File: src/rtl/irq_pkg.sv
// Shared types and default sizing for the interrupt request controller.
package irq_pkg;

   localparam int unsigned NumSrcDef = 4;
   localparam int unsigned IdWDef    = 3;

   typedef enum logic [1:0] {
      StIdle,
      StReq,
      StService
   } irq_state_e;

endpackage

File: src/rtl/irq_sync_edge.sv
// One interrupt line: two-flop synchroniser plus a previous-value flop for rising-edge detect.
module irq_sync_edge (
   input  logic clk,
   input  logic rst,
   input  logic irq_i,
   output logic edge_o
);

   logic sync1_q, sync2_q, prev_q;

   always_ff @(posedge clk) begin
      if (rst) begin
         sync1_q <= 1'b0;
         sync2_q <= 1'b0;
         prev_q  <= 1'b0;
      end else begin
         sync1_q <= irq_i;
         sync2_q <= sync1_q;
         prev_q  <= sync2_q;
      end
   end

   assign edge_o = sync2_q & ~prev_q;

endmodule

File: src/rtl/irq_ctrl.sv
// Interrupt controller: edge capture into pending bits, masking, fixed priority and
// a request/acknowledge/end-of-interrupt handshake with the CPU.
module irq_ctrl
   import irq_pkg::*;
#(
   parameter int unsigned        NUM_SRC  = NumSrcDef,
   parameter int unsigned        ID_W     = IdWDef,
   parameter logic [NUM_SRC-1:0] MASK_RST = '0
) (
   input  logic               clk,
   input  logic               rst,
   input  logic [NUM_SRC-1:0] EX_irq,
   input  logic               mask_we,
   input  logic [NUM_SRC-1:0] mask_wdata,
   input  logic               INTA_irq,
   input  logic               eoi,
   output logic               INT_irq,
   output logic [ID_W-1:0]    irq_id,
   output logic               in_service,
   output logic [NUM_SRC-1:0] pending,
   output logic [NUM_SRC-1:0] mask
);

   irq_state_e         state_q;
   logic               int_q, insvc_q;
   logic [ID_W-1:0]    id_q;
   logic [NUM_SRC-1:0] pending_q, pending_d, mask_q;
   logic [NUM_SRC-1:0] edge_evt, active, pend_clr;
   logic [ID_W-1:0]    win_id;
   logic               win_vld;

   for (genvar g = 0; g < NUM_SRC; g++) begin : g_src
      irq_sync_edge u_sync (
         .clk    (clk),
         .rst    (rst),
         .irq_i  (EX_irq[g]),
         .edge_o (edge_evt[g])
      );
   end

   assign active = pending_q & ~mask_q;

   // Scan from the top so the lowest active index is the last one written.
   always_comb begin
      win_id  = '0;
      win_vld = 1'b0;
      for (int i = NUM_SRC - 1; i >= 0; i--) begin
         if (active[i]) begin
            win_vld = 1'b1;
            win_id  = ID_W'(i);
         end
      end
   end

   // A new edge on the source being acknowledged survives the clear.
   always_comb begin
      pend_clr = '0;
      if (state_q == StReq && INTA_irq) begin
         for (int i = 0; i < NUM_SRC; i++) begin
            if (id_q == ID_W'(i)) pend_clr[i] = 1'b1;
         end
      end
      pending_d = (pending_q & ~pend_clr) | edge_evt;
   end

   always_ff @(posedge clk) begin
      if (rst) begin
         pending_q <= '0;
         mask_q    <= MASK_RST;
      end else begin
         pending_q <= pending_d;
         if (mask_we) mask_q <= mask_wdata;
      end
   end

   always_ff @(posedge clk) begin
      if (rst) begin
         state_q <= StIdle;
         int_q   <= 1'b0;
         id_q    <= '0;
         insvc_q <= 1'b0;
      end else begin
         unique case (state_q)
            StIdle: begin
               if (win_vld) begin
                  state_q <= StReq;
                  int_q   <= 1'b1;
                  id_q    <= win_id;
               end
            end
            StReq: begin
               if (INTA_irq) begin
                  state_q <= StService;
                  int_q   <= 1'b0;
                  insvc_q <= 1'b1;
               end
            end
            StService: begin
               if (eoi) begin
                  state_q <= StIdle;
                  insvc_q <= 1'b0;
               end
            end
            default: state_q <= StIdle;
         endcase
      end
   end

   assign INT_irq    = int_q;
   assign irq_id     = id_q;
   assign in_service = insvc_q;
   assign pending    = pending_q;
   assign mask       = mask_q;

endmodule
File: config.mk
export PLATFORM = sky130hd
export DESIGN_NAME = irq_ctrl
export DESIGN_NICKNAME = d
export VERILOG_FILES = /design/src/rtl/irq_pkg.sv /design/src/rtl/irq_sync_edge.sv /design/src/rtl/irq_ctrl.sv
export SDC_FILE = /design/constraint.sdc
export NUM_CORES = 1
export LEC_CHECK = 0
export CAP_MARGIN = 20
export CORE_MARGIN = 2
export CORE_UTILIZATION = 41
export DETAILED_ROUTE_END_ITERATION = 8
export PLACE_DENSITY = 0.73
export SETUP_SLACK_MARGIN = 0.2
export SYNTH_ARGS = -nofsm -noshare
export SYNTH_HDL_FRONTEND = slang
export SYNTH_HIERARCHICAL = 1
export SYNTH_SLANG_ARGS = --single-unit
File: constraint.sdc
create_clock -name clk -period 1.1 [get_ports clk]
set_input_delay 0.11 -clock clk [delete_from_list [all_inputs] [get_ports clk]]
set_output_delay 0.11 -clock clk [all_outputs]
set_load 0.005 [all_outputs]
==> metrics.csv, run 1 <==
metric,value,unit
crit_type,reg2reg,
max_stage_delay,0.49,ns
coreArea,0.00219,mm²
drt_iter0_drc,9,
grt_max_degree,14,
worstReg2RegStart,irq_id[0],
diodes,0,
setup.worst_path.start_class,register,
cts_sinks,26,
vias,851,
holdBufCountCts,0,
fmax,821,MHz
power.density,1240,mW/mm²
dp_cells,155,
wire_per_inst,14.2,µm
synth_area,936,µm²
dpl.hpwl,1360,µm
dpl_cell_area,0.00127,mm²
fin_skew,0.00351,ns
hold_start,EX_irq[2],
rr_endpoint,pending[0],
nets,159,
syn_area_per_cell,9.75,µm²
clk_latency,0.31,ns
reg2regPathDepth,4,
vias_per_cell,4.95,
violations,negative setup slack,
cts_tree,built,
combPwrFrac,22.6,%
die_h,51.8,µm
hold_viol,0,
critPathCaptureType,register,
track_usage,18.6,%
final-seq-area,543,µm²
synth_cell_types,21,
net-switching-power,0.000485,W
die_width,51.8,µm
worstPathRequired,1.32,ns
clkTransAtPathRegs,0.13,ns
gp_congestion,0.837,
ctsRootBufferMaster,clkbuf_4,
switching_share,26.1,%
peakVddDrop,953,µV
final_layout_size_suffix_gt1_share,51.4,%
ys_seq_elements,26,
clk_path_buf_depth,2,
final_area,0.00150,mm²
cts-buffers-inserted,3,
start_util,42.7,%
cap_violations,0,
ioPinCount,26,
final_util,68.4,%
arrival,1.44,ns
hold_depth,2,
hold_path_end,g_src[2].u_sync/sync1_q,
critical_path.cell_chain,"buf_6, or4_1, a21oi_1, nor2_1",
rsz0062_at_grt,true,
dp_worst_setup_slack,-0.287,ns
clockPowerShare,21.2,%
final_common_cell,buf_4,
multi_input_area,478,µm²
first_global_vias,828,
tns,-0.118,ns
drc_errors,0,
pwr-share-seq,56.2,%
internal_power,0.00138,W
htree_levels,1,
worst-r2r-setup-slack,-0.12,ns
fin_cells,172,
drtPass1Iterations,5,
min_period,1.22,ns
outcome,"finished, violations left",
slew_viol_final,0,
drt_wl_total,2440,µm
port_buffers,24,
setup_viol,1,
fin_crit_sh,111,%
synthesis.instances,96,
rows,17,
worst_slack,-0.118,ns
antenna_found_initial,0,
syn_nets,109,
hold_class,in2reg,
yosysSeqAreaShare,55.6,%
grt_first_pass_wirelength,3680,µm
fill_cells,165,
ant_nets,0,
area_growth,60.0,%
p_leak,0.658,nW
die_area,0.00268,mm²
final_cell_mix,"16 x buf_4, 13 x nor2_1, 13 x nor2b_1",
overflow,0,
worstPathMaxFanout,2,
yosysWarnings,6,
cp_slowest_cell,or4_1,
power groups by stage:
| stage | sequential, W | clock [W] | combinational (W) |
|---|---|---|---|
| after floorplan | 0.00106 | 0 | 0.000126 |
| after global placement | 0.00106 | 0 | 0.000294 |
| after detailed placement | 0.00106 | 0 | 0.000303 |
| after CTS | 0.00104 | 0.000401 | 0.000372 |
| after global routing | 0.00105 | 0.000440 | 0.000450 |
| final | 0.00105 | 0.000395 | 0.000420 |
layer usage:
layer / track usage (%) / wire length, µm / vias up
met5: 0 / 0 / -
met4: 8.33 / 17 / 0
met3: 3.45 / 149 / 2
met2: 33.8 / 1270 / 37
met1: 21.1 / 999 / 399
li1: - / - / 413
synthesized netlist by cell type:
cell       instances  area share, %
nand3_1            1           0.53
a211oi_1           1           0.80
buf_4              1           0.80
mux2i_1            5            5.3
conb_1             1           0.40
clkbuf_1           2           0.80
nor2b_1           13            8.7
dfxtp_1           26             56
o21ai_0            2            1.1
and3b_1            1           0.94
or4_1              1           0.80
a311oi_1           1           0.94
nor2_1            15            6.0
nand2_1            3            1.2
nor2b_2            4            3.7
nand4_1            1           0.67
nand2_2            1           0.67
a2111oi_1          1            1.1
nand3b_1           2            1.6
nand2b_1           6            4.0
a21oi_1            8            4.3
cells by family after synthesis:
logic type / Yosys count / synth area share, %
AO/OA/AOI/OAI: 13 / 8.16
flip-flops: 26 / 55.6
other: 1 / 0.401
multiplexers: 5 / 5.35
buffers and inverters: 3 / 1.60
AND/OR/NAND/NOR: 48 / 28.9
worst max-delay path: cells and delay by family (launching register included):
kind,cells,cell delay [ns]
AO/OA/AOI/OAI,1,0.14
buffers and inverters,1,0.11
flip-flops,1,0.35
AND/OR/NAND/NOR,2,0.54
cell type report:
type                    instances  share of cell area [%]
flip-flops and latches         26                    36.3
repair buffers                 48                    28.0
multi-input cells              67                    31.9
clock buffers                   3                    1.50
well taps                      28                    2.34
registers in the layout, indices dropped and copies added (netlist names):
| name | count |
|---|---|
| state_q | 2 |
| irq_id | 2 |
| g_src.u_sync/sync1_q | 4 |
| mask | 4 |
| in_service | 1 |
| g_src.u_sync/sync2_q | 4 |
| g_src.u_sync/prev_q | 4 |
| INT_irq | 1 |
| pending | 4 |
repair_timing:
action	in CTS	in global routing
resized for setup	73	14
pin swaps	6	4
gates cloned	0	0
buffers inserted	14	0
endpoints found under the setup margin	21	22
stage by stage:
stage	total power [W]	hold slack, ns
2_1_floorplan	0.00119	0.182
3_3_place_gp	0.00135	0.416
3_5_place_dp	0.00136	0.427
4_1_cts	0.00181	0.324
5_1_grt	0.00194	0.326
6_report	0.00186	0.329
how the worst max path moves through the flow:
stage,startpoint,endpoint,slack (ns),cells after the start
floorplan,state_q[1],pending[0],-0.02,3
global placement,INTA_irq,pending[0],-0.24,5
detailed placement,INTA_irq,pending[0],-0.29,5
CTS,irq_id[0],pending[0],-0.12,4
global route,irq_id[0],pending[0],-0.14,4
finish,irq_id[0],pending[0],-0.12,4
No activity file was read; power rests on OpenSTA's default activity.
==> run 2, diff against run 1 <==
--- a/config.mk
+++ b/config.mk
@@ -5,12 +5,12 @@
 export SDC_FILE = /design/constraint.sdc
 export NUM_CORES = 1
 export LEC_CHECK = 0
-export CAP_MARGIN = 20
 export CORE_MARGIN = 2
 export CORE_UTILIZATION = 41
 export DETAILED_ROUTE_END_ITERATION = 8
 export PLACE_DENSITY = 0.73
 export SETUP_SLACK_MARGIN = 0.2
+export SKIP_CTS_REPAIR_TIMING = 1
 export SYNTH_ARGS = -nofsm -noshare
 export SYNTH_HDL_FRONTEND = slang
 export SYNTH_HIERARCHICAL = 1
==> metrics.csv, run 2 (synthesis results as in run 1) <==
metric,value,unit
outcome,"finished, violations left",
violations,negative setup slack,
coreArea,0.00219,mm²
dpl_cell_area,0.00127,mm²
cap_violations,0,
final_util,67.3,%
start_util,42.7,%
worstPathMaxFanout,2,
fill_cells,166,
drt_wl_total,2210,µm
reg2regPathDepth,4,
vias,827,
drt_iter0_drc,10,
p_leak,0.647,nW
multi_input_area,498,µm²
crit_type,reg2reg,
htree_levels,1,
gp_congestion,0.837,
clk_latency,0.32,ns
fmax,809,MHz
hold_start,EX_irq[0],
setup.worst_path.start_class,register,
die_h,51.8,µm
final-seq-area,548,µm²
first_global_vias,688,
min_period,1.24,ns
power.density,1260,mW/mm²
wl_met2,1140,µm
drc_errors,0,
die_width,51.8,µm
ctsRootBufferMaster,clkbuf_4,
hold_class,in2reg,
hold_viol,0,
arrival,1.47,ns
grt_max_degree,14,
slew_viol_final,0,
final_common_cell,buf_4,
fin_skew,0.0139,ns
worstReg2RegStart,irq_id[1],
critPathCaptureType,register,
setup_viol,1,
final_layout_size_suffix_gt1_share,51.4,%
rsz0062_at_grt,true,
track_usage,15.1,%
diodes,0,
tns,-0.136,ns
worstPathRequired,1.34,ns
dpl.hpwl,1360,µm
die_area,0.00268,mm²
cts_tree,built,
wire_per_inst,13.1,µm
ant_nets,0,
clk_path_buf_depth,2,
area_growth,57.6,%
final_cell_mix,"16 x buf_4, 13 x nor2b_1, 12 x nor2_1, 12 x dfxtp_1, 12 x clkdlybuf4s50_1",
cts-buffers-inserted,3,
hold_path_end,g_src[0].u_sync/sync1_q,
antenna_found_initial,0,
rr_endpoint,pending[0],
hold_depth,2,
final_area,0.00148,mm²
dr.max_layer_used,met4,
ioPinCount,26,
rows,17,
drtPass1Iterations,4,
cts_sinks,26,
met3_length,130,µm
vias_per_cell,4.92,
nets,155,
wl_met1,924,µm
overflow,0,
peakVddDrop,992,µV
grt_first_pass_wirelength,2970,µm
fin_crit_sh,112,%
clkTransAtPathRegs,0.14,ns
worst-r2r-setup-slack,-0.14,ns
worst_slack,-0.136,ns
port_buffers,24,
run 2: cell types whose count changed in the layout (fill, tap and decap cells not counted), sizes merged:
| cell | before | now |
|---|---|---|
| dlygate4sd2 | 1 | 0 |
| clkbuf | 3 | 11 |
| dlymetal6s2s | 0 | 1 |
| buf | 35 | 23 |
run 2: layout make-up:
type                       instances  area share, %
clock buffer                       3           1.53
timing repair buffer              44           25.2
multi-input combinational         67           33.8
tap                               28           2.37
sequential                        26           37.2
run 2: stage by stage:
stage	power [W]	instances	setup slack (ns)	hold slack (ns)
floorplan	0.00119	96	-0.0150	0.182
global placement	0.00135	155	-0.244	0.416
detailed placement	0.00136	155	-0.287	0.427
CTS	0.00175	158	-0.249	0.324
global route	0.00193	168	-0.145	0.327
finish	0.00186	168	-0.136	0.326
run 2: metal layers:
metal	global-route usage [%]	up-vias
li1	-	405
met1	18.3	389
met2	25.0	31
met3	3.74	2
met4	7.46	0
met5	0	-
run 2: how the worst max path moves through the flow:
stage	start	to	cells past startpoint
4_1_cts	pending[2]	pending[2]	1
6_report	irq_id[1]	pending[0]	4
3_5_place_dp	INTA_irq	pending[0]	5
5_1_grt	irq_id[1]	pending[0]	4
2_1_floorplan	state_q[1]	pending[0]	3
3_3_place_gp	INTA_irq	pending[0]	5
run 2: power by group:
part           internal (W)  total (W)  switching [W]
clock network      0.000128   0.000404       0.000276
registers           0.00100    0.00105      0.0000449
logic              0.000237   0.000405       0.000168
run 2: worst max-delay path: stages, from the launching register on:
cell,delay (ns)
dfxtp_2,0.35
buf_6,0.11
or4_4,0.50
a21oi_2,0.14
nor2_1,0.05
